## src/rtl/axis_frame_sink.sv

```systemverilog
// axis_frame_sink: AXI4-Stream video sink for self-test.
// Drives tready with optional LFSR backpressure, checks SOF/EOF framing,
// counts pixels and frames, and latches a per-frame additive checksum.
module axis_frame_sink #(
  parameter int          WIDTH      = 128,
  parameter int          HEIGHT     = 100,
  parameter int          DATA_WIDTH = 24,
  parameter logic [15:0] LFSR_SEED  = 16'hACE1
) (
  input  logic                  clk,
  input  logic                  rst_n,
  input  logic [DATA_WIDTH-1:0] s_axis_tdata,
  input  logic                  s_axis_tvalid,
  input  logic                  s_axis_tuser,
  input  logic                  s_axis_tlast,
  output logic                  s_axis_tready,
  input  logic                  bp_enable,
  input  logic [7:0]            bp_thresh,
  input  logic                  err_clear,
  output logic                  frame_done,
  output logic [15:0]           frame_count,
  output logic [31:0]           last_pixel_count,
  output logic [31:0]           last_checksum,
  output logic                  busy,
  output logic                  err_nosof,
  output logic                  err_sof,
  output logic                  err_eof
);

  localparam logic [31:0] FRAME_LEN = 32'(WIDTH * HEIGHT);

  localparam logic [0:0] ST_IDLE   = 1'b0;
  localparam logic [0:0] ST_ACTIVE = 1'b1;

  // Galois step for x^16+x^14+x^13+x^11 (right-shifting form).
  function automatic logic [15:0] lfsr_next(input logic [15:0] cur);
    logic [15:0] nxt;
    nxt = {1'b0, cur[15:1]};
    if (cur[0]) begin
      nxt = nxt ^ 16'hB400;
    end else begin
      nxt = nxt;
    end
    return nxt;
  endfunction

  logic [15:0] lfsr_r;
  logic [0:0]  state_r;
  logic [31:0] count_r;
  logic [31:0] sum_r;

  logic        accept_s;
  logic [0:0]  state_nxt_s;
  logic [31:0] count_nxt_s;
  logic [31:0] sum_nxt_s;
  logic        close_s;
  logic        set_nosof_s;
  logic        set_sof_s;
  logic        set_eof_s;
  logic [31:0] beat_count_s;
  logic [31:0] beat_sum_s;
  logic [31:0] pix_s;

  assign accept_s     = s_axis_tvalid & s_axis_tready;
  assign pix_s        = 32'(s_axis_tdata);
  assign beat_count_s = count_r + 32'd1;
  assign beat_sum_s   = sum_r + pix_s;

  // Free-running backpressure LFSR.
  always_ff @(posedge clk or negedge rst_n) begin
    if (!rst_n) begin
      lfsr_r <= LFSR_SEED;
    end else begin
      lfsr_r <= lfsr_next(lfsr_r);
    end
  end

  // Registered ready: stall when backpressure is on and the LFSR low byte is below threshold.
  always_ff @(posedge clk or negedge rst_n) begin
    if (!rst_n) begin
      s_axis_tready <= 1'b0;
    end else begin
      s_axis_tready <= !(bp_enable && (lfsr_r[7:0] < bp_thresh));
    end
  end

  // Frame tracking decisions for the beat accepted this cycle.
  always_comb begin
    state_nxt_s = state_r;
    count_nxt_s = count_r;
    sum_nxt_s   = sum_r;
    close_s     = 1'b0;
    set_nosof_s = 1'b0;
    set_sof_s   = 1'b0;
    set_eof_s   = 1'b0;
    if (accept_s) begin
      case (state_r)
        ST_IDLE: begin
          if (s_axis_tuser) begin
            count_nxt_s = 32'd1;
            sum_nxt_s   = pix_s;
            if (s_axis_tlast) begin
              close_s     = 1'b1;
              set_eof_s   = (FRAME_LEN != 32'd1);
              state_nxt_s = ST_IDLE;
            end else begin
              state_nxt_s = ST_ACTIVE;
            end
          end else begin
            set_nosof_s = 1'b1;
          end
        end
        ST_ACTIVE: begin
          if (s_axis_tuser) begin
            // Unexpected SOF: drop the partial frame and start over on this beat.
            set_sof_s   = 1'b1;
            count_nxt_s = 32'd1;
            sum_nxt_s   = pix_s;
            if (s_axis_tlast) begin
              close_s     = 1'b1;
              set_eof_s   = (FRAME_LEN != 32'd1);
              state_nxt_s = ST_IDLE;
            end else begin
              state_nxt_s = ST_ACTIVE;
            end
          end else if (s_axis_tlast) begin
            count_nxt_s = beat_count_s;
            sum_nxt_s   = beat_sum_s;
            close_s     = 1'b1;
            set_eof_s   = (beat_count_s != FRAME_LEN);
            state_nxt_s = ST_IDLE;
          end else if (beat_count_s == FRAME_LEN) begin
            // Frame reached full size without tlast: close it anyway.
            count_nxt_s = beat_count_s;
            sum_nxt_s   = beat_sum_s;
            close_s     = 1'b1;
            set_eof_s   = 1'b1;
            state_nxt_s = ST_IDLE;
          end else begin
            count_nxt_s = beat_count_s;
            sum_nxt_s   = beat_sum_s;
          end
        end
        default: begin
          state_nxt_s = ST_IDLE;
        end
      endcase
    end else begin
      state_nxt_s = state_r;
    end
  end

  // FSM state, running counters and busy indication.
  always_ff @(posedge clk or negedge rst_n) begin
    if (!rst_n) begin
      state_r <= ST_IDLE;
      count_r <= 32'd0;
      sum_r   <= 32'd0;
      busy    <= 1'b0;
    end else begin
      state_r <= state_nxt_s;
      count_r <= count_nxt_s;
      sum_r   <= sum_nxt_s;
      busy    <= (state_nxt_s == ST_ACTIVE);
    end
  end

  // Frame close: latch results, bump frame counter, pulse frame_done.
  always_ff @(posedge clk or negedge rst_n) begin
    if (!rst_n) begin
      frame_done       <= 1'b0;
      frame_count      <= 16'd0;
      last_pixel_count <= 32'd0;
      last_checksum    <= 32'd0;
    end else if (close_s) begin
      frame_done       <= 1'b1;
      frame_count      <= frame_count + 16'd1;
      last_pixel_count <= count_nxt_s;
      last_checksum    <= sum_nxt_s;
    end else begin
      frame_done       <= 1'b0;
    end
  end

  // Sticky error flags; a new error beats a simultaneous clear.
  always_ff @(posedge clk or negedge rst_n) begin
    if (!rst_n) begin
      err_nosof <= 1'b0;
      err_sof   <= 1'b0;
      err_eof   <= 1'b0;
    end else begin
      err_nosof <= set_nosof_s | (err_nosof & ~err_clear);
      err_sof   <= set_sof_s   | (err_sof   & ~err_clear);
      err_eof   <= set_eof_s   | (err_eof   & ~err_clear);
    end
  end

endmodule

```

## config.mk

```make
export PLATFORM = sky130hd
export DESIGN_NAME = axis_frame_sink
export DESIGN_NICKNAME = d
export VERILOG_FILES = /design/src/rtl/axis_frame_sink.sv
export SDC_FILE = /design/constraint.sdc
export NUM_CORES = 1
export LEC_CHECK = 0
export CAP_MARGIN = 5
export CELL_PAD_IN_SITES_DETAIL_PLACEMENT = 1
export CELL_PAD_IN_SITES_GLOBAL_PLACEMENT = 1
export CORE_MARGIN = 3
export CORE_UTILIZATION = 50
export CTS_BUF_LIST = sky130_fd_sc_hd__clkbuf_2 sky130_fd_sc_hd__clkbuf_4 sky130_fd_sc_hd__clkbuf_8
export CTS_CLUSTER_SIZE = 40
export DETAILED_ROUTE_END_ITERATION = 8
export DONT_BUFFER_PORTS = 1
export HOLD_SLACK_MARGIN = 0.12
export PLACE_DENSITY = 0.8
export SYNTH_ARGS = -nofsm -noshare
export SYNTH_HDL_FRONTEND = slang
export SYNTH_SLANG_ARGS = --single-unit
```

## constraint.sdc

```tcl
create_clock -name clk -period 4.8 [get_ports clk]
set_input_delay 0.48 -clock clk [delete_from_list [all_inputs] [get_ports clk]]
set_output_delay 0.48 -clock clk [all_outputs]
set_load 0.05 [all_outputs]
```

==> results of run 1 <==
==> cell usage after synthesis, types with 18 or more instances <==
| cell type | instances | area [sq um] |
|---|---|---|
| a21oi_1 | 51 | 255 |
| clkbuf_1 | 30 | 113 |
| dfrtp_1 | 158 | 3950 |
| ha_1 | 35 | 438 |
| inv_1 | 28 | 105 |
| mux2_2 | 26 | 293 |
| nand2_1 | 135 | 507 |
| nand3_1 | 21 | 105 |
| nor2_1 | 80 | 300 |
| o21ai_0 | 79 | 395 |
| o31ai_1 | 18 | 135 |
| xnor2_1 | 35 | 307 |
| xor2_1 | 20 | 175 |
==> worst paths after layout <==
check                             start               to  slack (ns)
setup / recovery             count_r[9]  frame_count[15]        0.40
hold / removal             s_axis_tuser       count_r[7]        0.18
setup reg to reg             count_r[9]  frame_count[15]        0.40
hold reg to reg              lfsr_r[12]       lfsr_r[11]        0.37
max in group asynchronous         rst_n        sum_r[30]        3.47
min in group asynchronous         rst_n      count_r[25]        0.65
==> metal layers <==
metal | wire length [um] | vias up | part of all wire [%] | track usage, %
met3 | 1490 | 54 | 5.8 | 7.10
met5 | 0 | - | 0 | 0
met4 | 704 | 0 | 2.7 | 9.53
li1 | - | 3338 | - | -
met1 | 10600 | 3695 | 41 | 33.5
met2 | 13100 | 209 | 50 | 46.6
==> per-stage QoR <==
stage	setup TNS [ns]	worst slack [ns]	instance area [sq um]	util, %
6_report	0	0.396	9600	56.7
5_1_grt	-0.00916	-0.00832	9600	56.7
4_1_cts	0	0.147	9520	56.2
3_5_place_dp	0	0.290	9040	53.4
3_3_place_gp	0	0.606	9040	53.4
2_1_floorplan	0	0.800	8840	-
==> power by group <==
group          internal, mW  switching (mW)  total, mW
logic                 0.351           0.488      0.840
clock network         0.443           0.616       1.06
registers              1.57           0.624       2.19
==> layout by cell type, fill, tap and decap left out, types with 13 or more instances in the layout <==
master	Yosys	routed
o31ai_1	18	18
xnor2_1	35	35
nand2_1	135	134
a31oi_1	13	13
dfrtp_1	158	158
nand3_1	21	20
nand4_1	16	16
mux2_2	26	26
nor2_1	80	80
o22ai_1	17	17
a21o_1	17	17
clkbuf_8	0	17
inv_1	28	27
xor2_1	20	20
o21ai_0	79	79
a21oi_1	51	51
ha_1	35	34
==> cell type report <==
class                   instances  share of cell area [%]
flip-flops and latches        166                    43.4
multi-input cells             700                    46.5
repair buffers                 18                    1.85
clock inverters                15                    1.85
well taps                     220                    2.87
inverters                      28                    1.09
clock buffers                  17                    2.44
==> flip-flops by register name, indices dropped and copies added, names as in the netlist, 16 cells and up <==
| name | cells |
|---|---|
| frame_count | 16 |
| sum_r | 32 |
| count_r | 32 |
| last_checksum | 32 |
| last_pixel_count | 32 |
| lfsr_r | 16 |
==> worst register-to-register path, delay by kind of cell (launching register included) <==
| family | cells | cell delay [ns] |
|---|---|---|
| flip-flops | 1 | 0.55 |
| XOR/XNOR | 1 | 0.17 |
| adder cells (fa/ha/maj) | 1 | 0.22 |
| AND/OR/NAND/NOR | 10 | 2.25 |
| buffers and inverters | 1 | 0.15 |
| AO/OA/AOI/OAI | 4 | 0.98 |
==> kinds of logic (layout without fill, tap and decap cells) <==
group | Yosys count | in the layout
compound gates | 251 | 251
mux | 32 | 32
xor+xnor | 55 | 55
buf+inv | 66 | 78
simple gates | 326 | 326
flops | 166 | 166
fa+ha+maj | 36 | 36
==> what timing repair did <==
item / CTS / global route
endpoints found under the hold margin: 171 / 0
setup endpoints to repair: 0 / 13
buffers inserted: 0 / 4
hold buffers: 5 / 0
resized for setup: 0 / 9
==> results.yml, run 1 <==
floorplanning:
  io_pins: 125
  core_sq_mm: 0.0169
  die_h_um: 139
  die_area_sq_mm: 0.0193
  die_x_um: 139
  initial_core_util_pct: 52.2
  core.rowCount: 47
cells_and_area:
  final_cell_count_no_fill: 1164
  drive_gt1_share_pct: 10.4
  areaGrowthSynthToFinish_pct: 8.62
  fin_nets: 1006
  nFillCells: 1915
  insertedDiodeCount: 0
  multiInputGateArea_sq_mm: 0.00447
  seqCellArea_sq_mm: 0.00416
run:
  drv_cap: 0
clocking:
  tritoncts: "built"
  cts_root_buf: "clkbuf_8"
  cts_max_path_buffers: 2
  h-tree-depth: 4
  cts_buffers: 17
  clock_sinks: 166
  path_clk_slew_ns: 0.11
  clk_latency_ns: 0.47
timing:
  period_minus_slack_ns: 4.40
  clock_skew_ns: 0.0154
  finalCritPeriodShare_pct: 91.7
  hold_slack_ns: 0.177
  hold_viol: 0
  slew_violations: 0
  clock.fmax_ghz: 0.227
  setup_violations: 0
  tightest_slew_ns: 1.08
  slew_headroom_pct: 28.1
logic_synthesis:
  synth_edf_count: 0
  yosys.cell_types.count: 69
  ys_warn_count: 0
  synth_top_flop_cell: "dfrtp_1"
  muxShareOfSynthArea_pct: 3.99
  synthSimpleGateAreaFrac_pct: 17.7
  ys_seq_elements: 166
  syn-num-nets: 1007
  ys_seq_area_share_pct: 47.1
  avgSynthCellArea_sq_um: 9.48
  synth-xor-area-share_pct: 5.45
  syn_inst: 932
  synth_compound_area_share_pct: 17.6
  synth.cell_area_sq_mm: 0.00884
  synth_top_family_by_area: "simple AND/OR/NAND/NOR gates"
  synth_fa_ha_area_share_pct: 5.18
  async_flop_share_pct: 100
worst_setup_path:
  cp_num_cells: 17
  critPathKind: "flip-flop to flip-flop"
  critical_path_required_ns: 5.15
  crit_chain: "nand3_4, nor4_4, and4b_1, and3_4, nand3_2, a2111oi_2, o211ai_1, a211o_1, ha_1, o22ai_1, nand2_2, inv_2, nand4_1, nor2_1, and4_1, nand3_1, xnor2_1"
  arrival_ns: 4.76
  crit_fanout: 8
  reg2reg_depth: 17
  crit_slowest_cell: "dfrtp_1"
  end_kind: "flip-flop"
  critPathLaunchType: "flip-flop"
  critPathTopFamily: "simple AND/OR/NAND/NOR gates"
  cp_num_buf_inv: 1
  max_stage_delay_ns: 0.55
detailed_routing:
  via_per_inst: 6.27
  ant_nets: 0
  first_pass_iters: 5
  first_iter_violations: 470
  finalWirelength_mm: 25.9
  vias: 7296
  wl_per_cell_um: 22.3
  drc: 0
placed_design:
  dp_cells: 1123
  io_buffers: 0
  place.detailed.hpwl_mm: 18.1
  gp_congestion: 0.922
grt:
  grt_first_pass_wirelength_mm: 42.4
  grt_max_degree: 167
  first_global_vias: 7766
  grt.total_usage_pct: 27.2
  antenna_found_initial: 0
  grt_remaining_overflow: 0
min_path:
  hp-class: "input pin to flip-flop"
  whs_path_depth: 1
power_and_ir_drop:
  powerDensity_mw_per_mm2: 426
  power.total_mw: 4.09
  p_leak_nw: 4.34
  vdd_drop_max_mv: 0.327
run_status:
  outcome: "completed"
Note: power is estimated with default switching activity, not from simulation.
==> inputs of run 2 (changes only) <==
Settings changed: SLEW_MARGIN from default to 0, TNS_END_PERCENT from default to 100.
==> results of run 2 <==
Final layout, timing and power as in run 1 (identical DEF).
==> inputs of run 3 (changes only) <==
Settings changed: REMOVE_ABC_BUFFERS from default to 1.
==> run 3 against run 2 <==
  * Hold slack worse by 0.019 ns
  * First-iteration DRC count shrank 9.4%
  * Critical path depth did not move
  * Worst setup slack better by 0.0076 ns
  * Sequential power is essentially flat
  * Global-route usage down 1.1 points
  * Die area unchanged
  * Utilization shrank 0.26 points
  * Via count fell by 1.4%
  * Register-to-register slack barely moved
  * Cell area decreased by 0.46%
  * Clock skew shrank 0.0038 ns
==> results.yml, run 3 (same netlist as run 1, synthesis figures left out) <==
placed_design:
  placed_cell_area_sq_mm: 0.00906
  dp_slack_ns: 0.407
  gp_congestion: 0.878
  io_buffers: 0
  place.detailed.hpwl_mm: 17.4
run_status:
  outcome: "completed"
clocking:
  cts_buffers: 17
  path_clk_slew_ns: 0.09
  clock_sinks: 166
  tritoncts: "built"
  h-tree-depth: 4
  cts_max_path_buffers: 2
  cts_root_buf: "clkbuf_8"
  clk_latency_ns: 0.48
detailed_routing:
  finalWirelength_mm: 25.0
  ant_nets: 0
  via_per_inst: 6.18
  vias: 7191
  wl_per_cell_um: 21.5
  first_pass_iters: 5
  drc: 0
  first_iter_violations: 426
worst_setup_path:
  end_kind: "flip-flop"
  reg2reg_depth: 17
  crit_fanout: 9
  critPathKind: "flip-flop to flip-flop"
  critical_path_required_ns: 5.16
  critPathLaunchType: "flip-flop"
  arrival_ns: 4.75
cells_and_area:
  drive_gt1_share_pct: 9.96
  layout_common_cells: "158 x dfrtp_1, 134 x nand2_1, 80 x nor2_1"
  final_cell_area_sq_mm: 0.00956
  layout_commonest_cell: "dfrtp_1"
  nFillCells: 1970
  insertedDiodeCount: 0
  fin_nets: 1006
  areaGrowthSynthToFinish_pct: 8.13
timing:
  slew_violations: 0
  setup_violations: 0
  period_minus_slack_ns: 4.40
  fin_tns_setup_ns: 0
  clock_skew_ns: 0.0116
  finalCritPeriodShare_pct: 91.6
  hold_viol: 0
  slew_headroom_pct: 34.5
  clock.fmax_ghz: 0.227
  layout_setup_ws_ns: 0.404
  rsz0062_at_grt: "no"
  tightest_slew_ns: 0.979
power_and_ir_drop:
  p_leak_nw: 4.30
  powerDensity_mw_per_mm2: 434
  sw_frac_of_total_pct: 40.6
  power.total_mw: 4.15
  p_int_mw: 2.46
  clockPowerShare_pct: 26.7
  pwr-share-seq_pct: 52.4
  comb_power_share_pct: 20.9
  p_switching_mw: 1.68
  vdd_drop_max_mv: 0.266
min_path:
  hp-class: "input pin to flip-flop"
  whs_path_depth: 2
floorplanning:
  core_sq_mm: 0.0169
  core.rowCount: 47
  die_area_sq_mm: 0.0193
  io_pins: 125
  die_x_um: 139
  initial_core_util_pct: 52.2
  die_h_um: 139
grt:
  grt_max_degree: 167
  antenna_found_initial: 0
  first_global_vias: 7711
  grt_first_pass_wirelength_mm: 41.1
  grt_remaining_overflow: 0
  grt.total_usage_pct: 26.1
run:
  drv_cap: 0
-- run 3: cell count changes in the layout (fill, tap and decap cells not counted), sizes merged --
cell      previous run  this run
clkinvlp             2         3
bufinv               1         3
clkbuf              17        19
inv                 37        33
clkinv               3         2
-- run 3: cell type report --
| type | instances | area, sq um | area share, % |
|---|---|---|---|
| Clock buffer | 19 | 255 | 2.67 |
| Clock inverter | 13 | 169 | 1.77 |
| Inverter | 28 | 105 | 1.10 |
| Multi-Input combinational cell | 700 | 4420 | 46.3 |
| Sequential cell | 166 | 4160 | 43.6 |
| Tap cell | 220 | 275 | 2.88 |
| Timing Repair Buffer | 18 | 165 | 1.73 |
-- run 3: worst paths after layout --
path | from | endpoint | slack (ns)
setup / recovery | count_r[0] | frame_count[13] | 0.40
hold / removal | s_axis_tuser | sum_r[4] | 0.16
setup reg to reg | count_r[0] | frame_count[13] | 0.40
hold reg to reg | lfsr_r[12] | lfsr_r[11] | 0.37
max in group asynchronous | rst_n | last_pixel_count[8] | 3.41
min in group asynchronous | rst_n | last_pixel_count[11] | 0.60
-- run 3: metal layers --
| metal | up-vias | GRT usage [%] | part of all wire, % |
|---|---|---|---|
| li1 | 3328 | - | - |
| met1 | 3645 | 32.3 | 40 |
| met2 | 185 | 45.6 | 51 |
| met3 | 33 | 5.55 | 6.5 |
| met4 | 0 | 8.70 | 1.8 |
| met5 | - | 0 | 0 |
-- run 3: worst max-delay path, stage by stage (launching register included) --
cell and delay, ns:
dfrtp_1 0.47, nand3_1 0.35, nor3_2 0.44, and2_1 0.29
nand3_1 0.14, mux2_2 0.30, a2111oi_2 0.36, o211ai_1 0.16
a211o_1 0.26, ha_1 0.21, o22ai_1 0.16, nand2_2 0.09
inv_2 0.12, nand4_1 0.18, nor2_1 0.20, and4_1 0.27
nand3_1 0.12, xnor2_1 0.16
-- run 3: metrics by stage --
stage | util, % | std cells | hold WS [ns]
2_1_floorplan | - | 894 | 0.184
3_3_place_gp | 53.5 | 1127 | 0.189
3_5_place_dp | 53.5 | 1127 | 0.188
4_1_cts | 56.4 | 1164 | 0.142
5_1_grt | 56.4 | 1164 | 0.150
6_report | 56.4 | 1164 | 0.158
-- run 3: power groups by stage --
stage	combinational (mW)	sequential, mW	clock, mW
detailed placement	0.814	2.20	0
finish	0.866	2.17	1.11
global route	0.972	2.20	1.19
CTS	0.867	2.18	1.12
global placement	0.771	2.19	0
floorplan	0.616	2.16	0
-- run 3: timing repair --
action / 4_1_cts / 5_1_grt
endpoints found under the setup margin: 0 / 2
endpoints found under the hold margin: 171 / 0
setup buffers: 0 / 0
gates resized for setup: 0 / 1
hold buffers: 5 / 0
